[config.mk]
export PLATFORM = sky130hd
export DESIGN_NAME = cnt_cmp_unit
export DESIGN_NICKNAME = d
export VERILOG_FILES = /design/src/rtl/cnt_cmp_unit.sv
export SDC_FILE = /design/constraint.sdc
export NUM_CORES = 1
export LEC_CHECK = 0
export CORE_UTILIZATION = 28
export CTS_CLUSTER_SIZE = 14
export DETAILED_ROUTE_END_ITERATION = 8
export PLACE_DENSITY_LB_ADDON = 0.05
export SYNTH_ARGS = -nofsm -noshare
export SYNTH_HDL_FRONTEND = slang
export SYNTH_SLANG_ARGS = --single-unit
[constraint.sdc]
create_clock -name clk -period 1.9 [get_ports clk]
set_input_delay 0.38 -clock clk [delete_from_list [all_inputs] [get_ports clk]]
set_output_delay 0.38 -clock clk [all_outputs]
set_load 0.005 [all_outputs]
[src/rtl/cnt_cmp_unit.sv]
// cnt_cmp_unit: compare/wrap/PWM unit tracking an upstream 4-bit counter,
// with a double-buffered compare value and a saturating match counter.
module cnt_cmp_unit (
    input  logic       clk,
    input  logic       rst,
    input  logic [3:0] cnt,
    input  logic       en,
    input  logic       clr,
    input  logic       cfg_valid,
    input  logic [3:0] cfg_cmp,
    output logic       cfg_ready,
    output logic       match,
    output logic       wrap,
    output logic       pwm,
    output logic [7:0] evt_cnt,
    output logic       busy
);
    typedef enum logic [1:0] {IDLE, ARM, RUN} state_t;
    state_t     state;
    logic [3:0] cnt_q, cmp_act, cmp_shadow;
    logic       pending, wrap_hit, live;
    assign wrap_hit  = cnt_q == 4'hF && cnt == 4'h0;
    assign live      = state == RUN && en;
    assign cfg_ready = !pending;
    assign busy      = state != IDLE;
    always_ff @(posedge clk or posedge rst) begin
        if (rst) begin
            state      <= IDLE;
            cnt_q      <= '0;
            cmp_act    <= '0;
            cmp_shadow <= '0;
            pending    <= 1'b0;
            match      <= 1'b0;
            wrap       <= 1'b0;
            pwm        <= 1'b0;
            evt_cnt    <= '0;
        end else begin
            cnt_q   <= cnt;
            state   <= !en ? IDLE : state == IDLE ? ARM : (state == ARM && cnt == 4'h0) ? RUN : state;
            match   <= live && cnt == cmp_act && cnt != cnt_q;
            wrap    <= live && wrap_hit;
            pwm     <= live && cnt < cmp_act;
            evt_cnt <= clr ? 8'h00 : (match && evt_cnt != 8'hFF) ? evt_cnt + 8'd1 : evt_cnt;
            // While running, the new compare value only takes effect at a lap boundary
            if (pending && (state != RUN || wrap_hit)) begin
                cmp_act <= cmp_shadow;
                pending <= 1'b0;
            end else if (cfg_valid && !pending) begin
                cmp_shadow <= cfg_cmp;
                pending    <= 1'b1;
            end
        end
    end
endmodule
==> impl_metrics.ini <==
[final_layout]
final_area_um2 = 1660
final_cell_mix = dfrtp_1 (26), clkdlybuf4s50_1 (25), nor2_1 (9)
final_cells = 191
antenna_cells = 0
final_common_cell = dfrtp_1
areaGrowthSynthToFinish_pct = 34.6
nets = 160
drive_gt1_frac = 0.163

[clock_tree]
cts_buffer_depth = 2
cts.sink_count = 26
cts_setup_buffers = 0
cts_tree = done
cts_inserted_buffers = 3
root_buffer = clkbuf_8
cts_hold_buf = 0
clkTransAtPathRegs_ps = 90
cts_resized = 0
clk-insertion-delay-late_ps = 270
htreeDepth = 1

[detailed_routing]
drc = 0
vias = 893
final_antenna_net_count = 0
avgViaCountPerCell = 4.68
drtIter0Drc = 40
first_pass_iters = 2
wl_per_cell_um = 12.7
wirelength_um = 2440

[placed_design]
placedCellCount = 187
dp_hpwl_um = 1840
gp_congestion = 0.783
portBuffers = 25
placed_cell_area_um2 = 1580

[logic_synthesis]
syn_area_um2 = 1230
syn_inst = 107
synthFlopType = dfrtp_1
async_reset_ff_frac = 1.00
yosysSeqAreaShare = 0.529
syn-num-nets = 125
synth-edff-count = 0
syn_area_per_cell_um2 = 11.5
yosysUniqueCellTypes = 30
ys_warn_count = 0
synth-seq-cells = 26

[timing]
finalCriticalPeriod_ps = 1810
fin_crit_sh = 0.951
maxSlewViolCount = 0
max_freq_mhz = 553
holdWs_ps = 463
rsz0062_at_grt = false
finalSetupViolations = 0
tightest_slew_ps = 422
clock_skew_ps = 1.51
slew_headroom = 0.718
final_hold_viol_count = 0

[power_and_ir_drop]
design_power_total_w = 0.00126
power.leakage_nw = 0.726
p_per_area_nw_per_um2 = 760
irDropWorstVdd_v = 0.000326

[global_routing]
antenna_found_initial = 0
gr-usage-all-layers = 0.124
first_global_vias = 888
grt_pass1_wl_um = 4170
grt-ovfl-total = 0
grt_max_degree = 27

[critical_path]
path_class = in -> reg
cp-start-kind = input port
cp.required_ps = 2060
end_kind = flip-flop
arrival_ps = 1970
crit_fanout = 4

[floorplanning]
start_util = 0.299
rows = 23
die_w_um = 68.3
fp.dieH_um = 68.3
die_area_um2 = 4660
core_area_um2 = 4120
boundaryPins = 26

[run_status]
status = finished, final reports clean

[run]
maxCapViolCount = 0

[hold_path]
hold_class = in -> async
cell families after synthesis:
logic type               after synthesis  share of synthesized area
AND/OR/NAND/NOR                       39                      0.179
flip-flops                            26                      0.529
AO/OA/AOI/OAI                         13                     0.0692
multiplexers                           9                     0.0936
XOR/XNOR                               8                     0.0570
buffers and inverters                  7                     0.0214
adder cells (fa/ha/maj)                5                     0.0509
critical path, stage by stage:
cell	delay, ps
clkdlybuf4s50_1	420
or4_4	560
o21ai_4	210
nand2_4	100
mux2_4	300
final timing paths:
kind                                from         end  slack, ps  cells past startpoint
setup / recovery                  cnt[0]  cmp_act[0]         90                      5
hold reg to reg            cmp_shadow[3]  cmp_act[3]        520                      1
setup reg to reg              evt_cnt[0]  evt_cnt[6]        210                      5
max in group asynchronous            rst    state[1]       1190                      3
hold / removal                       rst  cmp_act[1]        460                      3
min in group clk           cmp_shadow[3]  cmp_act[3]        520                      1
state kept, by name, summed over array words and instances, names as in the netlist:
register,count
cnt_q,4
pwm,1
evt_cnt,8
match,1
state,2
wrap,1
cmp_act,4
pending,1
cmp_shadow,4
synth_stat cells, types with 2 or more instances:
cell	number	area share
o21bai_1	2	0.012
xor2_1	5	0.036
mux2_2	4	0.037
nand4_1	5	0.025
nor3_1	4	0.016
xnor2_1	3	0.021
mux2_4	4	0.049
ha_1	5	0.051
nor4_1	2	0.010
dfrtp_1	26	0.53
nand3_1	3	0.012
nor2b_1	4	0.020
nor2_1	9	0.027
o21ai_0	3	0.012
nand2_1	4	0.012
inv_1	6	0.018
a21oi_1	5	0.020
through the flow:
stage | setup WS [ps] | setup TNS [ps] | util
2_1_floorplan | 292 | 0 | -
3_3_place_gp | -180 | -752 | 0.385
3_5_place_dp | -201 | -922 | 0.385
4_1_cts | 90.2 | 0 | 0.402
5_1_grt | 51.7 | 0 | 0.402
6_report | 92.2 | 0 | 0.402
power by group:
group	internal [W]	switching, W
Clock	0.000282	0.000169
Combinational	0.000111	0.0000736
Sequential	0.000596	0.0000265
Total	0.000988	0.000269
final cells by class:
type,instances,area (um2)
fillers,412,2460
flip-flops and latches,26,651
multi-input cells,74,553
repair buffers,31,295
well taps,50,62.6
clock buffers,3,41.3
clock inverters,1,30.0
inverters,6,22.5
routing by layer:
metal  vias to the layer above  routed length [um]  global-route usage
li1                        446                   -                   -
met1                       429                1150               0.150
met2                        16                1180               0.206
met3                         2                  84              0.0350
met4                         0                  23              0.0469
met5                         -                   0                   0
(Power assumes the default switching activity.)
